File: config.mk
export PLATFORM = sky130hd
export DESIGN_NAME = pc_fetch_flat
export DESIGN_NICKNAME = d
export VERILOG_FILES = /design/src/rtl/pc_fetch_if.sv /design/src/rtl/pc_fetch.sv /design/src/flat_wrapper.sv
export SDC_FILE = /design/constraint.sdc
export NUM_CORES = 1
export LEC_CHECK = 0
export CORE_MARGIN = 3
export CORE_UTILIZATION = 48
export DETAILED_ROUTE_END_ITERATION = 8
export HOLD_SLACK_MARGIN = 0.12
export MAX_ROUTING_LAYER = met4
export PLACE_DENSITY = 0.83
export SLEW_MARGIN = 20
export SYNTH_ARGS = -nofsm -noshare
export SYNTH_HDL_FRONTEND = slang
export SYNTH_SLANG_ARGS = --single-unit
File: constraint.sdc
create_clock -name Clk -period 5.1 [get_ports Clk]
set_input_delay 1.275 -clock Clk [delete_from_list [all_inputs] [get_ports Clk]]
set_output_delay 1.275 -clock Clk [all_outputs]
set_load 0.01 [all_outputs]
File: src/rtl/pc_fetch_if.sv
// Fetch-stage bundle between the PC sequencer and instruction memory/decode.
// The sequencer side takes the master modport.
interface pc_fetch_if;
    logic        Stall;
    logic [31:0] Inst;
    logic        Branch;
    logic        Jump;
    logic        JumpReg;
    logic [31:0] RegTarget;
    logic [31:0] Addr;
    logic [31:0] PcPlus4;
    logic        FetchValid;
    logic        Fault;
    logic [31:0] Retired;

    modport master (
        input  Stall, Inst, Branch, Jump, JumpReg, RegTarget,
        output Addr, PcPlus4, FetchValid, Fault, Retired
    );

    modport slave (
        output Stall, Inst, Branch, Jump, JumpReg, RegTarget,
        input  Addr, PcPlus4, FetchValid, Fault, Retired
    );
endinterface

File: src/rtl/pc_fetch.sv
// PC register and next-PC sequencing for the single-cycle MIPS core.
// Optional fetch-fault trapping is enabled by defining PC_FAULT_EN.
module pc_fetch #(
    parameter int          DEPTH    = 32,
    parameter logic [31:0] RESET_PC = 32'h0000_0000
) (
    input  logic        Clk,
    input  logic        Reset,
    pc_fetch_if.master  f
);

`ifdef PC_FAULT_EN
    typedef enum logic [1:0] {BOOT, RUN, FAULT} state_t;
    localparam logic [32:0] LIMIT = 33'(DEPTH) << 2;
`else
    typedef enum logic [1:0] {BOOT, RUN} state_t;
`endif

    state_t      state, state_nx;
    logic [31:0] pc, pc_nx;
    logic [31:0] retired, retired_nx;
    logic [31:0] pc_plus4;
    logic [31:0] br_off;
    logic [31:0] next_pc;
    logic        unused_bits;

    assign unused_bits = ^{f.Inst[31:26], DEPTH[0]};

    assign pc_plus4 = pc + 32'd4;
    assign br_off   = {{14{f.Inst[15]}}, f.Inst[15:0], 2'b00};

    always_comb begin
        next_pc = pc_plus4;
        if (f.JumpReg)
            next_pc = f.RegTarget;
        else if (f.Jump)
            next_pc = {pc_plus4[31:28], f.Inst[25:0], 2'b00};
        else if (f.Branch)
            next_pc = pc_plus4 + br_off;
    end

    always_ff @(posedge Clk) begin
        if (Reset) begin
            state   <= BOOT;
            pc      <= RESET_PC;
            retired <= '0;
        end else begin
            state   <= state_nx;
            pc      <= pc_nx;
            retired <= retired_nx;
        end
    end

    always_comb begin
        state_nx   = state;
        pc_nx      = pc;
        retired_nx = retired;
        unique case (state)
            BOOT: state_nx = RUN;
            RUN: begin
                if (!f.Stall) begin
`ifdef PC_FAULT_EN
                    // Trap keeps the faulting PC and leaves it uncounted.
                    if (next_pc[1:0] != 2'b00 ||
                        {1'b0, next_pc} >= LIMIT) begin
                        state_nx = FAULT;
                    end else begin
                        pc_nx      = next_pc;
                        retired_nx = retired + 32'd1;
                    end
`else
                    pc_nx      = {next_pc[31:2], 2'b00};
                    retired_nx = retired + 32'd1;
`endif
                end
            end
`ifdef PC_FAULT_EN
            FAULT: state_nx = FAULT;
`endif
            default: state_nx = BOOT;
        endcase
    end

    assign f.Addr       = pc;
    assign f.PcPlus4    = pc_plus4;
    assign f.FetchValid = (state == RUN);
    assign f.Retired    = retired;
`ifdef PC_FAULT_EN
    assign f.Fault      = (state == FAULT);
`else
    assign f.Fault      = 1'b0;
`endif

endmodule

File: src/flat_wrapper.sv
// flat-port wrapper written by rule: the top's interface ports become plain ports
module pc_fetch_flat 
#(
    parameter int          DEPTH    = 32,
    parameter logic [31:0] RESET_PC = 32'h0000_0000
)
  (Clk, Reset, f_Stall, f_Inst, f_Branch, f_Jump, f_JumpReg, f_RegTarget, f_Addr, f_PcPlus4, f_FetchValid, f_Fault, f_Retired);
  pc_fetch_if f_i ();
  input  logic Clk;
  input  logic Reset;
  input wire logic [$bits(f_i.Stall)-1:0] f_Stall;
  input wire logic [$bits(f_i.Inst)-1:0] f_Inst;
  input wire logic [$bits(f_i.Branch)-1:0] f_Branch;
  input wire logic [$bits(f_i.Jump)-1:0] f_Jump;
  input wire logic [$bits(f_i.JumpReg)-1:0] f_JumpReg;
  input wire logic [$bits(f_i.RegTarget)-1:0] f_RegTarget;
  output wire logic [$bits(f_i.Addr)-1:0] f_Addr;
  output wire logic [$bits(f_i.PcPlus4)-1:0] f_PcPlus4;
  output wire logic [$bits(f_i.FetchValid)-1:0] f_FetchValid;
  output wire logic [$bits(f_i.Fault)-1:0] f_Fault;
  output wire logic [$bits(f_i.Retired)-1:0] f_Retired;
  assign f_i.Stall = f_Stall;
  assign f_i.Inst = f_Inst;
  assign f_i.Branch = f_Branch;
  assign f_i.Jump = f_Jump;
  assign f_i.JumpReg = f_JumpReg;
  assign f_i.RegTarget = f_RegTarget;
  assign f_Addr = f_i.Addr;
  assign f_PcPlus4 = f_i.PcPlus4;
  assign f_FetchValid = f_i.FetchValid;
  assign f_Fault = f_i.Fault;
  assign f_Retired = f_i.Retired;
  pc_fetch #(.DEPTH(DEPTH), .RESET_PC(RESET_PC)) u_core (.Clk(Clk), .Reset(Reset), .f(f_i));
endmodule
Yosys cells after proc, flatten, opt, wreduce, memory -nomap -nowiden
Cells that the tools add are included.
{"block": "word_totals", "reg_bits": 64, "input_bits": 70, "output_inout_bits": 98, "word_cells": 14}
{"block": "classes", "addsub": 3, "n_eq_ne": 1, "n_mux": 4, "bitwise_logic": 1, "reduce_logical": 2}
{"cell": "32-bit 2-to-1 mux", "count": 3}
{"cell": "32-bit by 1-bit adder with 32-bit output, second input constant", "count": 1}
{"cell": "32-bit by 3-bit adder with 32-bit output, second input constant", "count": 1}
{"cell": "32-bit adder", "count": 1}
{"cell": "2-bit case mux with 2 select lines", "count": 1}
{"cell": "2-bit by 1-bit equality test with 1-bit output, second input constant", "count": 1}
{"cell": "2-bit logical NOT", "count": 1}
{"cell": "2-bit AND reduction", "count": 1}
{"cell": "1-bit NOT", "count": 1}

Logic depth before layout (Yosys ltp)
{"block": "depth", "depth_word": 5, "mapped_depth": 16, "mapped_depth_nobuf": 15}

Least setup slack after synthesis
Ideal clock, no wire load.
{"block": "synth_path", "kind": "register -> register", "start": "register u_core.pc[14], in the netlist u_core.f.Addr[14]", "end": "register u_core.pc[27], in the netlist u_core.f.Addr[27]", "setup_ns": 0.127, "t_arrival_ns": 3.776, "required_ns": 4.973, "slack_ns": 1.197, "stages_incl_launch_ff": 16, "n_path_buf": 0, "period_less_slack_ns": 3.903, "path_cell_list": "dfxtp_1 -> and4_1 -> nand3_1 -> nor3_1 -> and4_1 -> xor2_1 -> ha_1 -> a21oi_1 -> o21ai_1 -> nor3b_2 -> nand3_1 -> a31o_2 -> a21oi_1 -> xor2_1 -> a2111oi_0 -> or3_1"}
{"block": "synth_via", "elab_chain_len": 5}
{"item": "start, declared", "line": "pc_fetch.sv:20", "text": "logic [31:0] pc, pc_nx;"}
{"item": "start signal, assigned", "line": "pc_fetch.sv:49", "text": "pc <= pc_nx;"}
{"item": "32-bit by 3-bit adder with 32-bit output", "line": "pc_fetch.sv:29", "text": "assign pc_plus4 = pc + 32'd4;"}
{"item": "via f_PcPlus4[22]", "line": "flat_wrapper.sv:18", "text": "output wire logic [$bits(f_i.PcPlus4)-1:0] f_PcPlus4;"}
{"item": "32-bit adder", "line": "pc_fetch.sv:39", "text": "next_pc = pc_plus4 + br_off;"}
{"item": "32-bit 2-to-1 mux", "line": "pc_fetch.sv:38", "text": "else if (f.Branch)"}
{"item": "32-bit 2-to-1 mux", "line": "pc_fetch.sv:36", "text": "else if (f.Jump)"}
{"item": "32-bit 2-to-1 mux", "line": "pc_fetch.sv:34", "text": "if (f.JumpReg)"}
The timed path passes the listed nets, and every way through them passes these cells.
A chain may end at the register's enable or synchronous reset.

Final worst setup path
{"block": "layout_path", "start": "register u_core.pc[2], in the netlist u_core.f.Addr[2]", "end": "register u_core.pc[27], in the netlist u_core.f.Addr[27]"}
{"block": "layout_via", "elab_chain_len": 5}
{"item": "32-bit by 3-bit adder with 32-bit output *", "line": "pc_fetch.sv:29"}
{"item": "32-bit adder", "line": "pc_fetch.sv:39"}
{"item": "32-bit 2-to-1 mux *", "line": "pc_fetch.sv:38"}
{"item": "32-bit 2-to-1 mux *", "line": "pc_fetch.sv:36"}
{"item": "32-bit 2-to-1 mux *", "line": "pc_fetch.sv:34"}
Mark *: on every way between the ends. The rest lies on a longest branch, timed or not.

==> reports/metrics.yaml <==
outcome: "finished, final reports clean"
htree_levels: 3
finalNetCount: 975
finalHoldViolations: 0
route.met3.wl_um: 1311
antenna_found_initial: 1
route.detailed.drc: 0
core_region_area_mm2: 0.01089
min_path_type: "flop to flop"
synth_top_flop_cell: "sky130_fd_sc_hd__dfxtp_1"
timing.slew.headroom_pct: 33.60
synthMostInstantiatedCell: "sky130_fd_sc_hd__nor2_1"
synth.avg_cell_area_um2: 7.418
design_area_mm2: 0.007208
place.detailed.instances: 996
biggest_fanout_along_the_worst_timing_path: 6
pwr_density_cell_mw_per_mm2: 197.0
grt_pass1_wl_um: 28550
layout-drive-gt1-share_pct: 4.587
area_growth_syn_to_layout_pct: 33.67
synth.top_cells.by_area: "sky130_fd_sc_hd__dfxtp_1, sky130_fd_sc_hd__ha_1, sky130_fd_sc_hd__xor2_1, sky130_fd_sc_hd__nor2_1, sky130_fd_sc_hd__xnor2_1"
multi_input_area_mm2: 0.003916
area_share_of_and_or_nand_nor_cells_after_synthesis_pct: 23.71
detailroute.wirelength.met2_um: 8397
hold_depth: 2
clock_tree_buf_depth: 2
ff2ff_path_depth: 15
grt_remaining_overflow: 0
timing_worst_slew_pin_value_ns: 0.9950
number_of_standard_cells_in_the_layout_taps_in_and_fillers_out: 1013
worst_setup_hold_path_clk_slew_ns: 0.08
post_drt_via_cell_ratio: 6.029
synth_top_area_cell: "sky130_fd_sc_hd__dfxtp_1"
yosys-mux-area-fraction_pct: 1.299
vdd_drop_max_mv: 0.1530
grt_max_degree: 58
number_of_resized_instances_in_the_post_cts_repair_step: 0
synth_top_cell_area_share_pct: 23.39
post_synth_fa_ha_maj_area_fraction_pct: 8.956
critPathKind: "flop to flop"
synth_compound_area_share_pct: 25.59
rsz0062_at_grt: "false"
detail_route.wirelength_um: 18090
floorplan.die.height_um: 112.0
rows: 38
skew_ns: 0.008855
cts_tree: "done"
combinational_family_with_the_most_area_after_synthesis: "compound AO/OA/AOI/OAI gates"
cts_hold_repair.buffers: 0
start_util_pct: 49.53
layout_worst_path_cycle_share_pct: 89.25
finalHoldWorstSlack_ns: 0.5207
postSynth.asyncResetShare_pct: 0
pre_antenna_drt_iters: 6
route.vias.total: 6107
crit_path_cell_trace: "ha_1, nand2_1, nor3_1, and4_1, xor2_1, ha_1, a21oi_1, o21ai_1, nor3b_2, nand3_1, a31o_2, a21oi_1, xor2_1, a2111oi_0, or3_1"
insertion_delay_ns: 0.34
worst-endpoint-required_ns: 5.33
cts_buffers: 9
layout_min_cycle_time_ns: 4.552
critical_path_arrival_ns: 4.79
timing.setup.tns_ns: 0
place_hpwl_um: 13810
initial_detailed_routing_violation_count: 686
nFillCells: 975
die-area_mm2: 0.01254
power_leakage_nw: 2.817
regArea_mm2: 0.001261
synth_commonest_cells: "sky130_fd_sc_hd__nor2_1, sky130_fd_sc_hd__nand2_1, sky130_fd_sc_hd__dfxtp_1"
clock_tree_sinks: 63
setup.worst_path.end_class: "flop"
max_clock_freq_mhz: 219.7
cts_root_buffer: "sky130_fd_sc_hd__clkbuf_8"
critical_path.max_stage_delay_ns: 0.52
synth_cell_types: 60
grtUsageTotal_pct: 28.37
ys_warn_count: 0
postSynthRegisterBits: 63
post_drt_wl_per_cell_um: 17.85
timing.critical_path.from_type: "flop"
synth_enable_flop_cells: 0
finalSetupViolations: 0
portBuffers: 154
wl_met1_um: 8010
final_core_util_pct: 66.20
first_global_vias: 5595
post_cts.repair.setup_buffers: 0
slowest_stage: "sky130_fd_sc_hd__nor3_1"
post_dp_cell_area_mm2: 0.007032
synth_cells: 727
route.top_layer_used: "met4"
seq_total_area_yosys_pct: 23.39
timing.max_cap.violations: 0
gp_congestion: 0.9330
timing_max_transition_violations_final: 0
area_of_the_mapped_netlist_mm2: 0.005393
die_width_um: 112.0
num_io_pins: 168
post_synth_xor_area_fraction_pct: 12.67
ant_nets: 0
flip-flops by register name (all words and copies together), names as in the netlist:
| name | cells |
|---|---|
| u_core.f.Addr | 30 |
| u_core.f.Retired | 32 |
| u_core.state | 1 |
layer usage:
layer,up-vias,track usage [%]
met5,-,-
met4,0,6.971
met3,30,3.533
met2,286,45.76
met1,2886,38.01
li1,2905,-
critical path: cells and delay by family (launching register included):
kind / cells / cell delay (ns)
flip-flops: 1 / 0.45
adder cells (fa/ha/maj): 2 / 0.65
AND/OR/NAND/NOR: 6 / 1.84
AO/OA/AOI/OAI: 5 / 0.95
XOR/XNOR: 2 / 0.55
report_power, final:
group,internal (mW),switching [mW],total [mW]
clock network,0.176,0.216,0.392
logic,0.229,0.266,0.495
registers,0.508,0.0251,0.534
stage by stage:
| stage | setup slack [ns] | power [mW] |
|---|---|---|
| floorplan | 1.197 | 0.8339 |
| global placement | 0.4708 | 1.018 |
| detailed placement | 0.3865 | 1.028 |
| CTS | 0.5962 | 1.413 |
| global route | 0.1670 | 1.486 |
| finish | 0.5482 | 1.420 |
cell usage in the layout (no fill, tap or decap), drive strengths merged, types with 8 or more instances in the layout:
cell type      instances
ha                    37
nor3                  20
inv                   17
o211ai                 9
nand4                 19
and3                  11
a211oi                19
clkbuf                 9
buf                   11
o21a                   8
a21o                  15
o21ai                 45
or3                   11
nor2                  89
a21oi                 60
nand3                 34
a31oi                  9
dfxtp                 63
xor2                  44
nand2                 68
xnor2                 34
clkdlybuf4s50        153
path summary, 6_finish.rpt:
path | startpoint | endpoint | slack, ns
setup / recovery | u_core.f.Addr[2]$_SDFFE_PP0P_ | u_core.f.Addr[27]$_SDFFE_PP0P_ | 0.55
hold / removal | u_core.f.Retired[1]$_SDFFE_PP0P_ | u_core.f.Retired[1]$_SDFFE_PP0P_ | 0.52
setup reg to reg | u_core.f.Addr[2]$_SDFFE_PP0P_ | u_core.f.Addr[27]$_SDFFE_PP0P_ | 0.55
hold reg to reg | u_core.f.Retired[1]$_SDFFE_PP0P_ | u_core.f.Retired[1]$_SDFFE_PP0P_ | 0.52
layout make-up:
type,instances,share of cell area (%)
inverter,18,0.9373
antenna,1,0.03472
timing repair buffer,164,22.36
tap,140,2.430
sequential,63,17.50
clock inverter,7,0.6943
multi-input combinational,611,54.33
clock buffer,9,1.718
cells by family after synthesis:
family | count (synthesis)
buf+inv | 57
simple gates | 271
compound gates | 212
mux | 7
flops | 63
other cells | 1
fa+ha+maj | 38
xor+xnor | 78
(Power assumes the default switching activity.)
